==> config.mk <==
export PLATFORM = sky130hd
export DESIGN_NAME = iguana_reg_watchdog
export DESIGN_NICKNAME = d
export VERILOG_FILES = /design/src/rtl/iguana_pkg.sv /design/src/rtl/iguana_reg_watchdog.sv
export SDC_FILE = /design/constraint.sdc
export NUM_CORES = 1
export LEC_CHECK = 0
export BUFFER_PORTS_ARGS = -buffer_cell sky130_fd_sc_hd__buf_4
export CORE_AREA = 2 2 118 120
export CTS_CLUSTER_SIZE = 40
export DETAILED_ROUTE_END_ITERATION = 16
export DIE_AREA = 0 0 120 122
export PLACE_DENSITY = 0.7
export SYNTH_ARGS = -nofsm -noshare
export SYNTH_HDL_FRONTEND = slang
export SYNTH_SLANG_ARGS = --single-unit
==> constraint.sdc <==
create_clock -name clk_i -period 3.4 [get_ports clk_i]
set_input_delay 0.17 -clock clk_i [delete_from_list [all_inputs] [get_ports clk_i]]
set_output_delay 0.17 -clock clk_i [all_outputs]
set_load 0.02 [all_outputs]
==> src/rtl/iguana_pkg.sv <==
// Shared Iguana SoC definitions: HyperBus register-slot placement and regbus request/response types.
package iguana_pkg;

  localparam int unsigned IguanaRegAddrWidth = 48;
  localparam int unsigned IguanaRegDataWidth = 32;

  localparam logic [IguanaRegAddrWidth-1:0] RegOutHyperBusBase = 48'h0000_2000_2000;
  localparam logic [IguanaRegAddrWidth-1:0] RegOutHyperBusSize = 48'h0000_0000_1000;
  localparam int unsigned                   IguanaRegWdtTimeout = 256;

  typedef struct packed {
    logic [IguanaRegAddrWidth-1:0]   addr;
    logic                            write;
    logic [IguanaRegDataWidth-1:0]   wdata;
    logic [IguanaRegDataWidth/8-1:0] wstrb;
    logic                            valid;
  } iguana_reg_req_t;

  typedef struct packed {
    logic [IguanaRegDataWidth-1:0] rdata;
    logic                          error;
    logic                          ready;
  } iguana_reg_rsp_t;

  function automatic logic word_aligned(input logic [1:0] addr_lsb);
    return (addr_lsb == 2'b00);
  endfunction

endpackage

==> src/rtl/iguana_reg_watchdog.sv <==
// Regbus guard in front of the HyperBus config slave: decode errors for foreign or misaligned
// addresses, and a timeout answer plus downstream drain when the slave stalls.
module iguana_reg_watchdog
  import iguana_pkg::*;
#(
  parameter int unsigned          AddrWidth     = IguanaRegAddrWidth,
  parameter int unsigned          DataWidth     = IguanaRegDataWidth,
  parameter logic [AddrWidth-1:0] RegionBase    = RegOutHyperBusBase,
  parameter logic [AddrWidth-1:0] RegionSize    = RegOutHyperBusSize,
  parameter int unsigned          TimeoutCycles = IguanaRegWdtTimeout,
  parameter type                  reg_req_t     = iguana_reg_req_t,
  parameter type                  reg_rsp_t     = iguana_reg_rsp_t
) (
  input  logic       clk_i,
  input  logic       rst_i,
  input  reg_req_t   slv_req_i,
  output reg_rsp_t   slv_rsp_o,
  output reg_req_t   mst_req_o,
  input  reg_rsp_t   mst_rsp_i,
  input  logic       clear_i,
  output logic       timeout_o,
  output logic       decerr_o,
  output logic [7:0] timeout_cnt_o,
  output logic       busy_o
);

  typedef enum logic [1:0] {
    IDLE    = 2'd0,
    DEC_ERR = 2'd1,
    TO_RSP  = 2'd2,
    DRAIN   = 2'd3
  } state_e;

  localparam int unsigned        WaitW     = $clog2(TimeoutCycles);
  localparam logic [WaitW-1:0]   WaitLast  = WaitW'(TimeoutCycles - 1);
  // One extra bit so a region ending at the top of the address space cannot wrap.
  localparam logic [AddrWidth:0] RegionLo  = {1'b0, RegionBase};
  localparam logic [AddrWidth:0] RegionEnd = {1'b0, RegionBase} + {1'b0, RegionSize};

  state_e           state_r;
  logic [WaitW-1:0] wait_cnt_r;
  reg_req_t         latched_r;
  logic             timeout_r;
  logic             decerr_r;
  logic             busy_r;
  logic [7:0]       timeout_cnt_r;
  logic [AddrWidth:0] addr_ext_s;
  logic             in_range_s;

  assign addr_ext_s = {1'b0, slv_req_i.addr};
  assign in_range_s = (addr_ext_s >= RegionLo) && (addr_ext_s < RegionEnd)
                      && word_aligned(slv_req_i.addr[1:0]);

  // Request/response steering: passthrough only in IDLE for in-range requests
  always_comb begin
    mst_req_o = '0;
    slv_rsp_o = '0;
    case (state_r)
      IDLE: begin
        if (slv_req_i.valid && in_range_s) begin
          mst_req_o = slv_req_i;
          slv_rsp_o = mst_rsp_i;
        end else begin
          mst_req_o = '0;
          slv_rsp_o = '0;
        end
      end
      DEC_ERR: begin
        slv_rsp_o.ready = 1'b1;
        slv_rsp_o.error = 1'b1;
        slv_rsp_o.rdata = {DataWidth{1'b0}};
      end
      TO_RSP: begin
        mst_req_o       = latched_r;
        mst_req_o.valid = 1'b1;
        slv_rsp_o.ready = 1'b1;
        slv_rsp_o.error = 1'b1;
        slv_rsp_o.rdata = {DataWidth{1'b0}};
      end
      DRAIN: begin
        mst_req_o       = latched_r;
        mst_req_o.valid = 1'b1;
      end
      default: begin
        mst_req_o = '0;
        slv_rsp_o = '0;
      end
    endcase
  end

  // Transfer sequencing, slave wait counting, request latch and status flags
  always_ff @(posedge clk_i or posedge rst_i) begin
    if (rst_i) begin
      state_r    <= IDLE;
      wait_cnt_r <= '0;
      latched_r  <= '0;
      timeout_r  <= 1'b0;
      decerr_r   <= 1'b0;
      busy_r     <= 1'b0;
    end else begin
      timeout_r <= 1'b0;
      decerr_r  <= 1'b0;
      case (state_r)
        IDLE: begin
          if (slv_req_i.valid && !in_range_s) begin
            state_r    <= DEC_ERR;
            decerr_r   <= 1'b1;
            busy_r     <= 1'b1;
            wait_cnt_r <= '0;
          end else if (slv_req_i.valid && !mst_rsp_i.ready) begin
            // A ready arriving in the last waiting cycle takes the branch below instead.
            if (wait_cnt_r == WaitLast) begin
              latched_r  <= slv_req_i;
              state_r    <= TO_RSP;
              timeout_r  <= 1'b1;
              busy_r     <= 1'b1;
              wait_cnt_r <= '0;
            end else begin
              wait_cnt_r <= wait_cnt_r + WaitW'(1);
              busy_r     <= 1'b0;
            end
          end else begin
            wait_cnt_r <= '0;
            busy_r     <= 1'b0;
          end
        end
        DEC_ERR: begin
          state_r <= IDLE;
          busy_r  <= 1'b0;
        end
        TO_RSP: begin
          if (mst_rsp_i.ready) begin
            state_r <= IDLE;
            busy_r  <= 1'b0;
          end else begin
            state_r <= DRAIN;
            busy_r  <= 1'b1;
          end
        end
        DRAIN: begin
          if (mst_rsp_i.ready) begin
            state_r <= IDLE;
            busy_r  <= 1'b0;
          end else begin
            state_r <= DRAIN;
            busy_r  <= 1'b1;
          end
        end
        default: begin
          state_r    <= IDLE;
          wait_cnt_r <= '0;
          busy_r     <= 1'b0;
        end
      endcase
    end
  end

  // Saturating timeout counter; a clear landing on a timeout keeps that timeout
  always_ff @(posedge clk_i or posedge rst_i) begin
    if (rst_i) begin
      timeout_cnt_r <= 8'd0;
    end else if (clear_i) begin
      timeout_cnt_r <= (state_r == TO_RSP) ? 8'd1 : 8'd0;
    end else if ((state_r == TO_RSP) && (timeout_cnt_r != 8'hFF)) begin
      timeout_cnt_r <= timeout_cnt_r + 8'd1;
    end else begin
      timeout_cnt_r <= timeout_cnt_r;
    end
  end

  assign timeout_o     = timeout_r;
  assign decerr_o      = decerr_r;
  assign busy_o        = busy_r;
  assign timeout_cnt_o = timeout_cnt_r;

endmodule

==> results of run 1 <==
-- worst max-delay path, cell delays in order (launching register included) --
cell and delay [ps]:
dfrtp_1 410, inv_1 110, ha_1 350, nand2_1 280, nor3_4 720, and2_1 250, buf_4 140
-- worst paths after layout --
path / startpoint / cells after the start / to
hold / removal: clear_i / 2 / timeout_cnt_o[5]
setup / recovery: state_r[1] / 6 / slv_rsp_o[16]
setup reg to reg: state_r[1] / 8 / latched_r[8]
min in group asynchronous: rst_i / 2 / latched_r[37]
hold reg to reg: latched_r[51] / 1 / latched_r[51]
max in group asynchronous: rst_i / 3 / latched_r[25]
-- area by class of cell --
| class | count | area [sq um] | share of cell area, % |
|---|---|---|---|
| Clock buffer | 10 | 229 | 3.04 |
| Clock inverter | 6 | 50.0 | 0.665 |
| Inverter | 12 | 47.5 | 0.631 |
| Multi-Input combinational cell | 313 | 2350 | 31.3 |
| Sequential cell | 106 | 2650 | 35.2 |
| Tap cell | 180 | 225 | 2.99 |
| Timing Repair Buffer | 261 | 1970 | 26.2 |
-- per-layer routing --
layer	GRT usage [%]	up-vias	share of wire, %
li1	-	2095	-
met1	23.8	2132	42
met2	32.3	149	49
met3	7.26	18	6.8
met4	5.22	0	1.8
met5	0	-	0
-- through the flow --
step / instance area (sq um) / utilization [%] / cells / setup slack, ps
3_3_place_gp: 7250 / 53.7 / 872 / 921
3_5_place_dp: 7250 / 53.7 / 872 / 753
5_1_grt: 7530 / 55.8 / 888 / 348
2_1_floorplan: 5210 / - / 460 / 441
4_1_cts: 7530 / 55.8 / 888 / 600
6_report: 7530 / 55.8 / 888 / 611
-- placed cells by master, fill, tap and decap left out, types with 3 or more instances in the layout --
cell type  Yosys  layout
a31oi_1        3       3
nand3_1        9       9
dfrtp_1      106     106
o211ai_1       3       3
buf_4          2     260
mux2i_1        3       3
a21o_1         4       4
nor3_4         3       3
nand2_1       10      10
nor2_1        19      18
o21ai_0        6       6
nor3_1         8       8
inv_1         12      11
a22o_1        47      47
nor2b_1       38      38
nand4_1        5       5
clkbuf_16      0       9
nor4_1         8       8
mux2_2        47      47
xnor2_1        5       5
a21oi_1        4       4
ha_1           6       6
and2_1        67      67
-- power breakdown --
group,internal [uW],switching (uW),total (uW),leakage (uW)
combinational,257,435,692,0.00237
clock,505,475,979,0.000130
sequential,1290,23.8,1310,0.00147
-- logic make-up after synthesis --
logic type / Yosys count
compound gates: 74
fa+ha+maj: 6
simple gates: 178
flops: 106
buf+inv: 41
mux: 50
xor+xnor: 5
-- flip-flops by register name (all words and copies together), names as in the netlist --
signal         flops
timeout_o          1
wait_cnt_r         8
state_r            2
timeout_cnt_o      8
latched_r         85
decerr_o           1
busy_o             1
==> impl_metrics.xml, run 1 <==
<?xml version="1.0" encoding="UTF-8"?>
<metrics>
  <group name="floorplan">
    <metric name="fp.dieArea" unit="sq um">14600</metric>
    <metric name="floorplan.rows" unit="">43</metric>
    <metric name="core-area" unit="sq um">13500</metric>
    <metric name="design.portCount" unit="">254</metric>
    <metric name="floorplan.initialDensity" unit="%">38.6</metric>
    <metric name="fp.dieW" unit="um">120</metric>
    <metric name="die-height" unit="um">122</metric>
  </group>
  <group name="synthesis">
    <metric name="synth_fa_ha_area_share" unit="%">1.44</metric>
    <metric name="yosysTopAreaCellShare" unit="%">50.9</metric>
    <metric name="synth-edff-count" unit="">0</metric>
    <metric name="dominant_combinational_cell_family_by_area_after_synthesis" unit="">simple AND/OR/NAND/NOR gates</metric>
    <metric name="synth_compound_area_share" unit="%">11.2</metric>
    <metric name="synth.net_count" unit="">589</metric>
    <metric name="synth.largest_area_cell" unit="">dfrtp_1</metric>
    <metric name="flip_flop_and_latch_count_after_synthesis" unit="">106</metric>
    <metric name="yosys_warnings" unit="">0</metric>
    <metric name="top_post_synthesis_cells_by_area" unit="">dfrtp_1, mux2_2, and2_1, a22o_1, nor2b_1</metric>
    <metric name="primary_flip_flop_cell_chosen_by_synthesis_mapping" unit="">dfrtp_1</metric>
    <metric name="yosys-mux-area-fraction" unit="%">10.7</metric>
    <metric name="synth-simple-area-share" unit="%">20.7</metric>
    <metric name="synthesis.area" unit="sq um">5210</metric>
    <metric name="syn_avg_cell_area" unit="sq um">11.3</metric>
    <metric name="yosys.cell_count.top_type" unit="">dfrtp_1</metric>
    <metric name="synthCells" unit="">460</metric>
    <metric name="synth-xor-area-share" unit="%">0.841</metric>
    <metric name="synth.distinct_cells" unit="">40</metric>
    <metric name="post_synth_most_frequent_cells" unit="">dfrtp_1, and2_1, a22o_1, mux2_2, nor2b_1</metric>
    <metric name="synth-async-reset-ratio" unit="%">100</metric>
    <metric name="portion_of_the_post_synthesis_area_used_by_sequential_elements" unit="%">50.9</metric>
  </group>
  <group name="routing">
    <metric name="ant_nets" unit="">0</metric>
    <metric name="route.detailed.drc" unit="">0</metric>
    <metric name="detail_route.wirelength" unit="um">14000</metric>
    <metric name="vias" unit="">4394</metric>
    <metric name="number_of_vias_per_cell" unit="">4.95</metric>
    <metric name="initialDrtViolationCount" unit="">222</metric>
    <metric name="drt_pre_antenna_iters" unit="">4</metric>
    <metric name="routedWlPerCell" unit="um">15.7</metric>
  </group>
  <group name="clocking">
    <metric name="postCtsSetupBuffers" unit="">0</metric>
    <metric name="cts_resized" unit="">0</metric>
    <metric name="tritoncts_clock_tree" unit="">built</metric>
    <metric name="cts.hold.buffers_added" unit="">0</metric>
    <metric name="clkSinkCount" unit="">106</metric>
    <metric name="numCtsBuffers" unit="">9</metric>
    <metric name="cts_h_tree_depth" unit="">3</metric>
    <metric name="clock_insertion_delay_worst_skew" unit="ps">350</metric>
    <metric name="clock_pin_slew_on_the_worst_setup_and_hold_paths" unit="ps">70</metric>
    <metric name="cts.root.buffer_cell" unit="">clkbuf_16</metric>
    <metric name="max-clock-path-buffers" unit="">2</metric>
  </group>
  <group name="power">
    <metric name="total_power" unit="uW">2980</metric>
    <metric name="pwr_density_cell" unit="nW/um^2">396</metric>
    <metric name="leakage" unit="uW">0.00397</metric>
    <metric name="ir_worst_vdd" unit="V">0.000421</metric>
  </group>
  <group name="finish">
    <metric name="finish.net_count" unit="">832</metric>
    <metric name="antenna_cells" unit="">0</metric>
    <metric name="filler_cells_inserted" unit="">1164</metric>
    <metric name="final_layout_size_suffix_gt1_share" unit="%">47.2</metric>
    <metric name="area_delta_synth_final" unit="%">44.5</metric>
  </group>
  <group name="timing">
    <metric name="post-route-period-util" unit="%">82.0</metric>
    <metric name="timing.fmax" unit="MHz">359</metric>
    <metric name="timing.setup.tns" unit="ps">0</metric>
    <metric name="final_hold_viol_count" unit="">0</metric>
    <metric name="timing_worst_slew_pin_value" unit="ps">1040</metric>
    <metric name="timing.max_slew.rel_slack" unit="%">30.8</metric>
    <metric name="setup_viol_count_final" unit="">0</metric>
    <metric name="finClkSkew" unit="ps">9.63</metric>
    <metric name="report.final.slew_viol_count" unit="">0</metric>
    <metric name="rsz_0062_raised_after_global_routing" unit="">no</metric>
    <metric name="post_layout_min_period" unit="ps">2790</metric>
    <metric name="final.hold.worst_slack" unit="ps">43.7</metric>
  </group>
  <group name="worst_setup_path">
    <metric name="arrival_time_reported_for_the_critical_path_endpoint" unit="ps">2620</metric>
    <metric name="timing.critical_path.required" unit="ps">3230</metric>
    <metric name="cp-start-kind" unit="">flip-flop</metric>
    <metric name="ff2ff_setup_slack" unit="ps">730</metric>
    <metric name="timing.critical_path.fanout_max" unit="">33</metric>
    <metric name="timing.critical_path.to_type" unit="">output port</metric>
    <metric name="setup.worst_path.class" unit="">reg -&gt; out</metric>
  </group>
  <group name="global_routing">
    <metric name="via_count_of_the_first_global_routing_pass" unit="">4539</metric>
    <metric name="grt_pass1_wl" unit="um">22600</metric>
    <metric name="globalRouteTotalUtil" unit="%">19.4</metric>
    <metric name="grt_max_degree" unit="">87</metric>
    <metric name="number_of_antenna_violations_at_the_first_check_in_global_routing" unit="">0</metric>
    <metric name="grt-ovfl-total" unit="">0</metric>
  </group>
  <group name="run">
    <metric name="drv_cap" unit="">0</metric>
  </group>
  <group name="place">
    <metric name="buffer_ports.inserted" unit="">253</metric>
    <metric name="dpl.hpwl" unit="um">10300</metric>
    <metric name="gp_congestion" unit="">0.881</metric>
  </group>
  <group name="hold_path">
    <metric name="worst_hold_path_type" unit="">in -&gt; reg</metric>
  </group>
  <group name="status">
    <metric name="result_of_the_run" unit="">finished clean</metric>
  </group>
</metrics>
No activity file was read; power rests on OpenSTA's default activity.
==> run 2: changes to the inputs <==
clock period = 2.8 ns   (was 3.4 ns; I/O delays follow)
==> impl_metrics.xml, run 2 (synthesized netlist as in run 1, its figures left out) <==
<?xml version="1.0" encoding="UTF-8"?>
<metrics>
  <group name="status">
    <metric name="result_of_the_run" unit="">finished clean</metric>
  </group>
  <group name="global_routing">
    <metric name="globalRouteTotalUtil" unit="%">19.1</metric>
    <metric name="grt_pass1_wl" unit="um">22400</metric>
    <metric name="via_count_of_the_first_global_routing_pass" unit="">4414</metric>
    <metric name="grt_max_degree" unit="">107</metric>
    <metric name="number_of_antenna_violations_at_the_first_check_in_global_routing" unit="">0</metric>
    <metric name="grt-ovfl-total" unit="">0</metric>
  </group>
  <group name="timing">
    <metric name="timing.max_slew.rel_slack" unit="%">48.0</metric>
    <metric name="timing.fmax" unit="MHz">420</metric>
    <metric name="setup_viol_count_final" unit="">0</metric>
    <metric name="final_hold_viol_count" unit="">0</metric>
    <metric name="timing.setup.tns" unit="ps">0</metric>
    <metric name="rsz_0062_raised_after_global_routing" unit="">no</metric>
    <metric name="final_critical_path_setup_slack" unit="ps">419</metric>
    <metric name="final.hold.worst_slack" unit="ps">21.6</metric>
    <metric name="post-route-period-util" unit="%">85.0</metric>
    <metric name="report.final.slew_viol_count" unit="">0</metric>
    <metric name="finClkSkew" unit="ps">8.33</metric>
    <metric name="post_layout_min_period" unit="ps">2380</metric>
    <metric name="timing_worst_slew_pin_value" unit="ps">774</metric>
  </group>
  <group name="finish">
    <metric name="area_delta_synth_final" unit="%">46.2</metric>
    <metric name="final_common_cell" unit="">buf_4</metric>
    <metric name="final-instance-count-excl-fill" unit="">893</metric>
    <metric name="final_layout_size_suffix_gt1_share" unit="%">47.4</metric>
    <metric name="antenna_cells" unit="">0</metric>
    <metric name="mostFrequentLayoutCells" unit="">buf_4, dfrtp_1, and2_1</metric>
    <metric name="largest_register" unit="">latched_r</metric>
    <metric name="largest_register_ffs" unit="">85</metric>
    <metric name="finish.net_count" unit="">837</metric>
  </group>
  <group name="floorplan">
    <metric name="design.portCount" unit="">254</metric>
    <metric name="floorplan.rows" unit="">43</metric>
    <metric name="floorplan.initialDensity" unit="%">38.6</metric>
    <metric name="die-height" unit="um">122</metric>
    <metric name="fp.dieW" unit="um">120</metric>
    <metric name="fp.dieArea" unit="sq um">14600</metric>
    <metric name="core-area" unit="sq um">13500</metric>
  </group>
  <group name="clocking">
    <metric name="numCtsBuffers" unit="">9</metric>
    <metric name="cts.root.buffer_cell" unit="">clkbuf_16</metric>
    <metric name="clock_insertion_delay_worst_skew" unit="ps">360</metric>
    <metric name="cts_h_tree_depth" unit="">3</metric>
    <metric name="max-clock-path-buffers" unit="">2</metric>
    <metric name="clkSinkCount" unit="">106</metric>
    <metric name="tritoncts_clock_tree" unit="">built</metric>
    <metric name="cts_resized" unit="">0</metric>
    <metric name="clock_pin_slew_on_the_worst_setup_and_hold_paths" unit="ps">80</metric>
  </group>
  <group name="hold_path">
    <metric name="worst_hold_path_type" unit="">in -&gt; reg</metric>
  </group>
  <group name="routing">
    <metric name="drt_pre_antenna_iters" unit="">4</metric>
    <metric name="vias" unit="">4424</metric>
    <metric name="number_of_vias_per_cell" unit="">4.95</metric>
    <metric name="routedWlPerCell" unit="um">15.4</metric>
    <metric name="initialDrtViolationCount" unit="">230</metric>
    <metric name="route.detailed.drc" unit="">0</metric>
    <metric name="ant_nets" unit="">0</metric>
    <metric name="detail_route.wirelength" unit="um">13800</metric>
  </group>
  <group name="worst_setup_path">
    <metric name="setup.worst_path.class" unit="">reg -&gt; reg</metric>
    <metric name="timing.critical_path.cells" unit="">ha_1, nand3_2, nor3_4, nand3_1, nor4_4, buf_12, mux2_2</metric>
    <metric name="timing.critical_path.slowest_cell_delay" unit="ps">400</metric>
    <metric name="timing.critical_path.fanout_max" unit="">55</metric>
    <metric name="critPathSlowestCell" unit="">dfrtp_1</metric>
    <metric name="cp_top_family" unit="">simple AND/OR/NAND/NOR gates</metric>
    <metric name="timing.critical_path.to_type" unit="">flip-flop</metric>
    <metric name="cp-start-kind" unit="">flip-flop</metric>
    <metric name="arrival_time_reported_for_the_critical_path_endpoint" unit="ps">2620</metric>
    <metric name="timing.critical_path.required" unit="ps">3040</metric>
    <metric name="crit_buf_inv" unit="">1</metric>
  </group>
  <group name="place">
    <metric name="dp_cells" unit="">875</metric>
    <metric name="dpl.hpwl" unit="um">9930</metric>
    <metric name="gp_congestion" unit="">0.850</metric>
    <metric name="buffer_ports.inserted" unit="">253</metric>
    <metric name="pre_cts_slack" unit="ps">442</metric>
  </group>
  <group name="power">
    <metric name="leakage" unit="uW">0.00401</metric>
    <metric name="ir_worst_vdd" unit="V">0.000317</metric>
    <metric name="pwr_density_cell" unit="nW/um^2">487</metric>
    <metric name="total_power" unit="uW">3710</metric>
  </group>
  <group name="run">
    <metric name="drv_cap" unit="">0</metric>
  </group>
</metrics>
run 2: changes by cell type in the layout (fill, tap and decap cells not counted), sizes merged:
| cell | change |
|---|---|
| buf | +3 |
| clkbuf | -1 |
| clkinv | +1 |
| dlygate4sd3 | +2 |
run 2: per-layer routing:
layer	part of all wire [%]	vias to the layer above	routed length [um]	global-route usage, %
met5	0	-	0	0
met4	1.7	0	240	5.81
met3	5.8	21	800	5.38
met2	47	151	6420	28.8
met1	46	2141	6320	26.9
li1	-	2111	-	-
run 2: what timing repair did:
| action | in CTS | in global routing |
|---|---|---|
| hold buffers | 2 | 0 |
| endpoints found under the hold margin | 113 | 0 |
| setup buffers | 0 | 0 |
run 2: final timing paths:
| path | from | end | slack [ps] | cells after the start |
|---|---|---|---|---|
| min in group asynchronous | rst_i | latched_r[81] | 470 | 4 |
| hold / removal | slv_req_i[42] | latched_r[42] | 20 | 2 |
| setup / recovery | wait_cnt_r[1] | latched_r[5] | 420 | 7 |
| setup reg to reg | wait_cnt_r[1] | latched_r[5] | 420 | 7 |
| hold reg to reg | latched_r[84] | latched_r[84] | 490 | 1 |
| max in group asynchronous | rst_i | wait_cnt_r[4] | 1820 | 4 |
run 2: per-stage QoR:
stage / utilization [%] / cell area [sq um]
6_report: 56.4 / 7620
5_1_grt: 56.4 / 7620
4_1_cts: 56.4 / 7620
3_5_place_dp: 54.1 / 7300
3_3_place_gp: 54.1 / 7300
2_1_floorplan: - / 5210
run 2: final cells by class:
class                           instances  area [sq um]
Inverter                               12          48.8
Sequential cell                       106          2650
Fill cell                            1149          5890
Clock inverter                          7          72.6
Multi-Input combinational cell        313          2350
Timing Repair Buffer                  266          2040
Tap cell                              180           225
Clock buffer                            9           225
run 2: power by group:
group	internal [uW]	leakage, uW	switching [uW]	total (uW)
clock network	630	0.000143	631	1260
registers	1560	0.00147	29.0	1590
logic	317	0.00239	540	857
==> run 3: changes to the inputs <==
PLACE_DENSITY = 0.72   (was 0.7)
clock period = 2.1 ns   (was 2.8 ns; I/O delays follow)
==> impl_metrics.xml, run 3 (synthesized netlist as in run 1, its figures left out) <==
<?xml version="1.0" encoding="UTF-8"?>
<metrics>
  <group name="finish">
    <metric name="final_common_cell" unit="">buf_4</metric>
    <metric name="largest_register" unit="">latched_r</metric>
    <metric name="finish.net_count" unit="">935</metric>
    <metric name="fin_area" unit="sq um">9430</metric>
    <metric name="largest_register_ffs" unit="">85</metric>
    <metric name="mostFrequentLayoutCells" unit="">buf_4, dfrtp_1, buf_6</metric>
    <metric name="antenna_cells" unit="">0</metric>
    <metric name="final-instance-count-excl-fill" unit="">991</metric>
    <metric name="area_delta_synth_final" unit="%">81.1</metric>
    <metric name="final_layout_size_suffix_gt1_share" unit="%">54.7</metric>
  </group>
  <group name="floorplan">
    <metric name="fp.dieArea" unit="sq um">14600</metric>
    <metric name="die-height" unit="um">122</metric>
    <metric name="core-area" unit="sq um">13500</metric>
    <metric name="floorplan.rows" unit="">43</metric>
    <metric name="design.portCount" unit="">254</metric>
    <metric name="fp.dieW" unit="um">120</metric>
    <metric name="floorplan.initialDensity" unit="%">38.6</metric>
  </group>
  <group name="worst_setup_path">
    <metric name="r2r.worst_path.cells" unit="">10</metric>
    <metric name="cp-start-kind" unit="">flip-flop</metric>
    <metric name="arrival_time_reported_for_the_critical_path_endpoint" unit="ps">2070</metric>
    <metric name="setup.worst_path.class" unit="">reg -&gt; out</metric>
    <metric name="timing.critical_path.fanout_max" unit="">7</metric>
    <metric name="timing.critical_path.required" unit="ps">2000</metric>
    <metric name="timing.critical_path.to_type" unit="">output port</metric>
  </group>
  <group name="timing">
    <metric name="post-route-period-util" unit="%">104</metric>
    <metric name="timing.fmax" unit="MHz">459</metric>
    <metric name="report.final.slew_viol_count" unit="">0</metric>
    <metric name="final.hold.worst_slack" unit="ps">175</metric>
    <metric name="final_critical_path_setup_slack" unit="ps">-76.8</metric>
    <metric name="timing.max_slew.rel_slack" unit="%">58.9</metric>
    <metric name="rsz_0062_raised_after_global_routing" unit="">yes</metric>
    <metric name="setup_viol_count_final" unit="">51</metric>
    <metric name="final_hold_viol_count" unit="">0</metric>
    <metric name="timing_worst_slew_pin_value" unit="ps">613</metric>
    <metric name="post_layout_min_period" unit="ps">2180</metric>
    <metric name="finClkSkew" unit="ps">9.31</metric>
  </group>
  <group name="place">
    <metric name="dpl.hpwl" unit="um">10400</metric>
    <metric name="placedInstanceArea" unit="sq um">7430</metric>
    <metric name="gp_congestion" unit="">0.833</metric>
    <metric name="pre_cts_slack" unit="ps">-47.8</metric>
    <metric name="dp_cells" unit="">886</metric>
    <metric name="buffer_ports.inserted" unit="">253</metric>
  </group>
  <group name="routing">
    <metric name="number_of_vias_per_cell" unit="">5.09</metric>
    <metric name="initialDrtViolationCount" unit="">329</metric>
    <metric name="vias" unit="">5042</metric>
    <metric name="detail_route.wirelength" unit="um">19300</metric>
    <metric name="drt_pre_antenna_iters" unit="">4</metric>
    <metric name="routedWlPerCell" unit="um">19.4</metric>
    <metric name="route.detailed.drc" unit="">0</metric>
    <metric name="ant_nets" unit="">0</metric>
  </group>
  <group name="power">
    <metric name="ir_worst_vdd" unit="V">0.000692</metric>
    <metric name="pwr_density_cell" unit="nW/um^2">649</metric>
    <metric name="leakage" unit="uW">0.00472</metric>
  </group>
  <group name="global_routing">
    <metric name="grt_pass1_wl" unit="um">26300</metric>
    <metric name="number_of_antenna_violations_at_the_first_check_in_global_routing" unit="">0</metric>
    <metric name="globalRouteTotalUtil" unit="%">23.0</metric>
    <metric name="grt-ovfl-total" unit="">0</metric>
    <metric name="via_count_of_the_first_global_routing_pass" unit="">5039</metric>
    <metric name="grt_max_degree" unit="">107</metric>
  </group>
  <group name="clocking">
    <metric name="tritoncts_clock_tree" unit="">built</metric>
    <metric name="clock_pin_slew_on_the_worst_setup_and_hold_paths" unit="ps">70</metric>
    <metric name="numCtsBuffers" unit="">9</metric>
    <metric name="clock_insertion_delay_worst_skew" unit="ps">360</metric>
    <metric name="cts.root.buffer_cell" unit="">clkbuf_16</metric>
    <metric name="max-clock-path-buffers" unit="">2</metric>
    <metric name="cts_h_tree_depth" unit="">3</metric>
    <metric name="clkSinkCount" unit="">106</metric>
  </group>
  <group name="hold_path">
    <metric name="hold_depth" unit="">4</metric>
    <metric name="worst_hold_path_type" unit="">in -&gt; reg</metric>
  </group>
  <group name="status">
    <metric name="result_of_the_run" unit="">finished with violations</metric>
    <metric name="failing_checks" unit="">negative setup slack</metric>
  </group>
  <group name="run">
    <metric name="drv_cap" unit="">0</metric>
  </group>
</metrics>
==> run 3: layer usage <==
metal,track usage (%),vias up,wire [um]
li1,-,2309,-
met1,28.6,2523,7870
met2,39.3,182,10200
met3,6.51,28,907
met4,6.32,0,303
met5,0,-,0
==> run 3: area by class of cell <==
type                       instances  area, sq um
inverter                          12         48.8
tap                              180          225
sequential                       106         2650
fill                             908         4070
multi-input combinational        313         2610
clock inverter                     7         83.8
clock buffer                       9          225
timing repair buffer             364         3590
==> run 3: per-stage QoR <==
step | setup TNS [ps] | utilization, % | power (uW)
after floorplan | 0 | - | 2780
after global placement | 0 | 55.0 | 3340
after detailed placement | -1040 | 55.0 | 3380
after CTS | -8.62 | 64.0 | 5400
after global routing | -5510 | 69.9 | 6380
final | -1690 | 69.9 | 6120
==> run 3: timing repair <==
action,CTS,global route
endpoints found under the setup margin,97,181
gates cloned,6,11
hold endpoints to repair,159,1
pin swaps,9,80
setup buffers,17,10
hold buffers,48,1
gates resized for setup,30,142
==> run 3: final timing paths <==
path,startpoint,endpoint,slack (ps)
max in group asynchronous,rst_i,wait_cnt_r[4],1170
worst min register to register,latched_r[67],latched_r[67],480
worst min-delay path,mst_rsp_i[0],wait_cnt_r[4],180
min in group asynchronous,rst_i,latched_r[82],460
worst max register to register,state_r[1],latched_r[25],80
worst max-delay path,state_r[1],mst_req_o[42],-80
==> run 3: worst max-delay path, cell delays in order, from the launching register on <==
cell and delay, ps:
dfrtp_1 400, inv_2 80, buf_6 130, ha_4 160, buf_6 120, nor2_4 180, buf_6 180, clkbuf_16 160
a22o_1 160, buf_6 130
==> run 3: power breakdown <==
group	leakage, uW	internal [uW]	switching (uW)
sequential	0.00147	2090	38.4
clock	0.000149	949	821
combinational	0.00310	1100	1120
total	0.00472	4140	1980
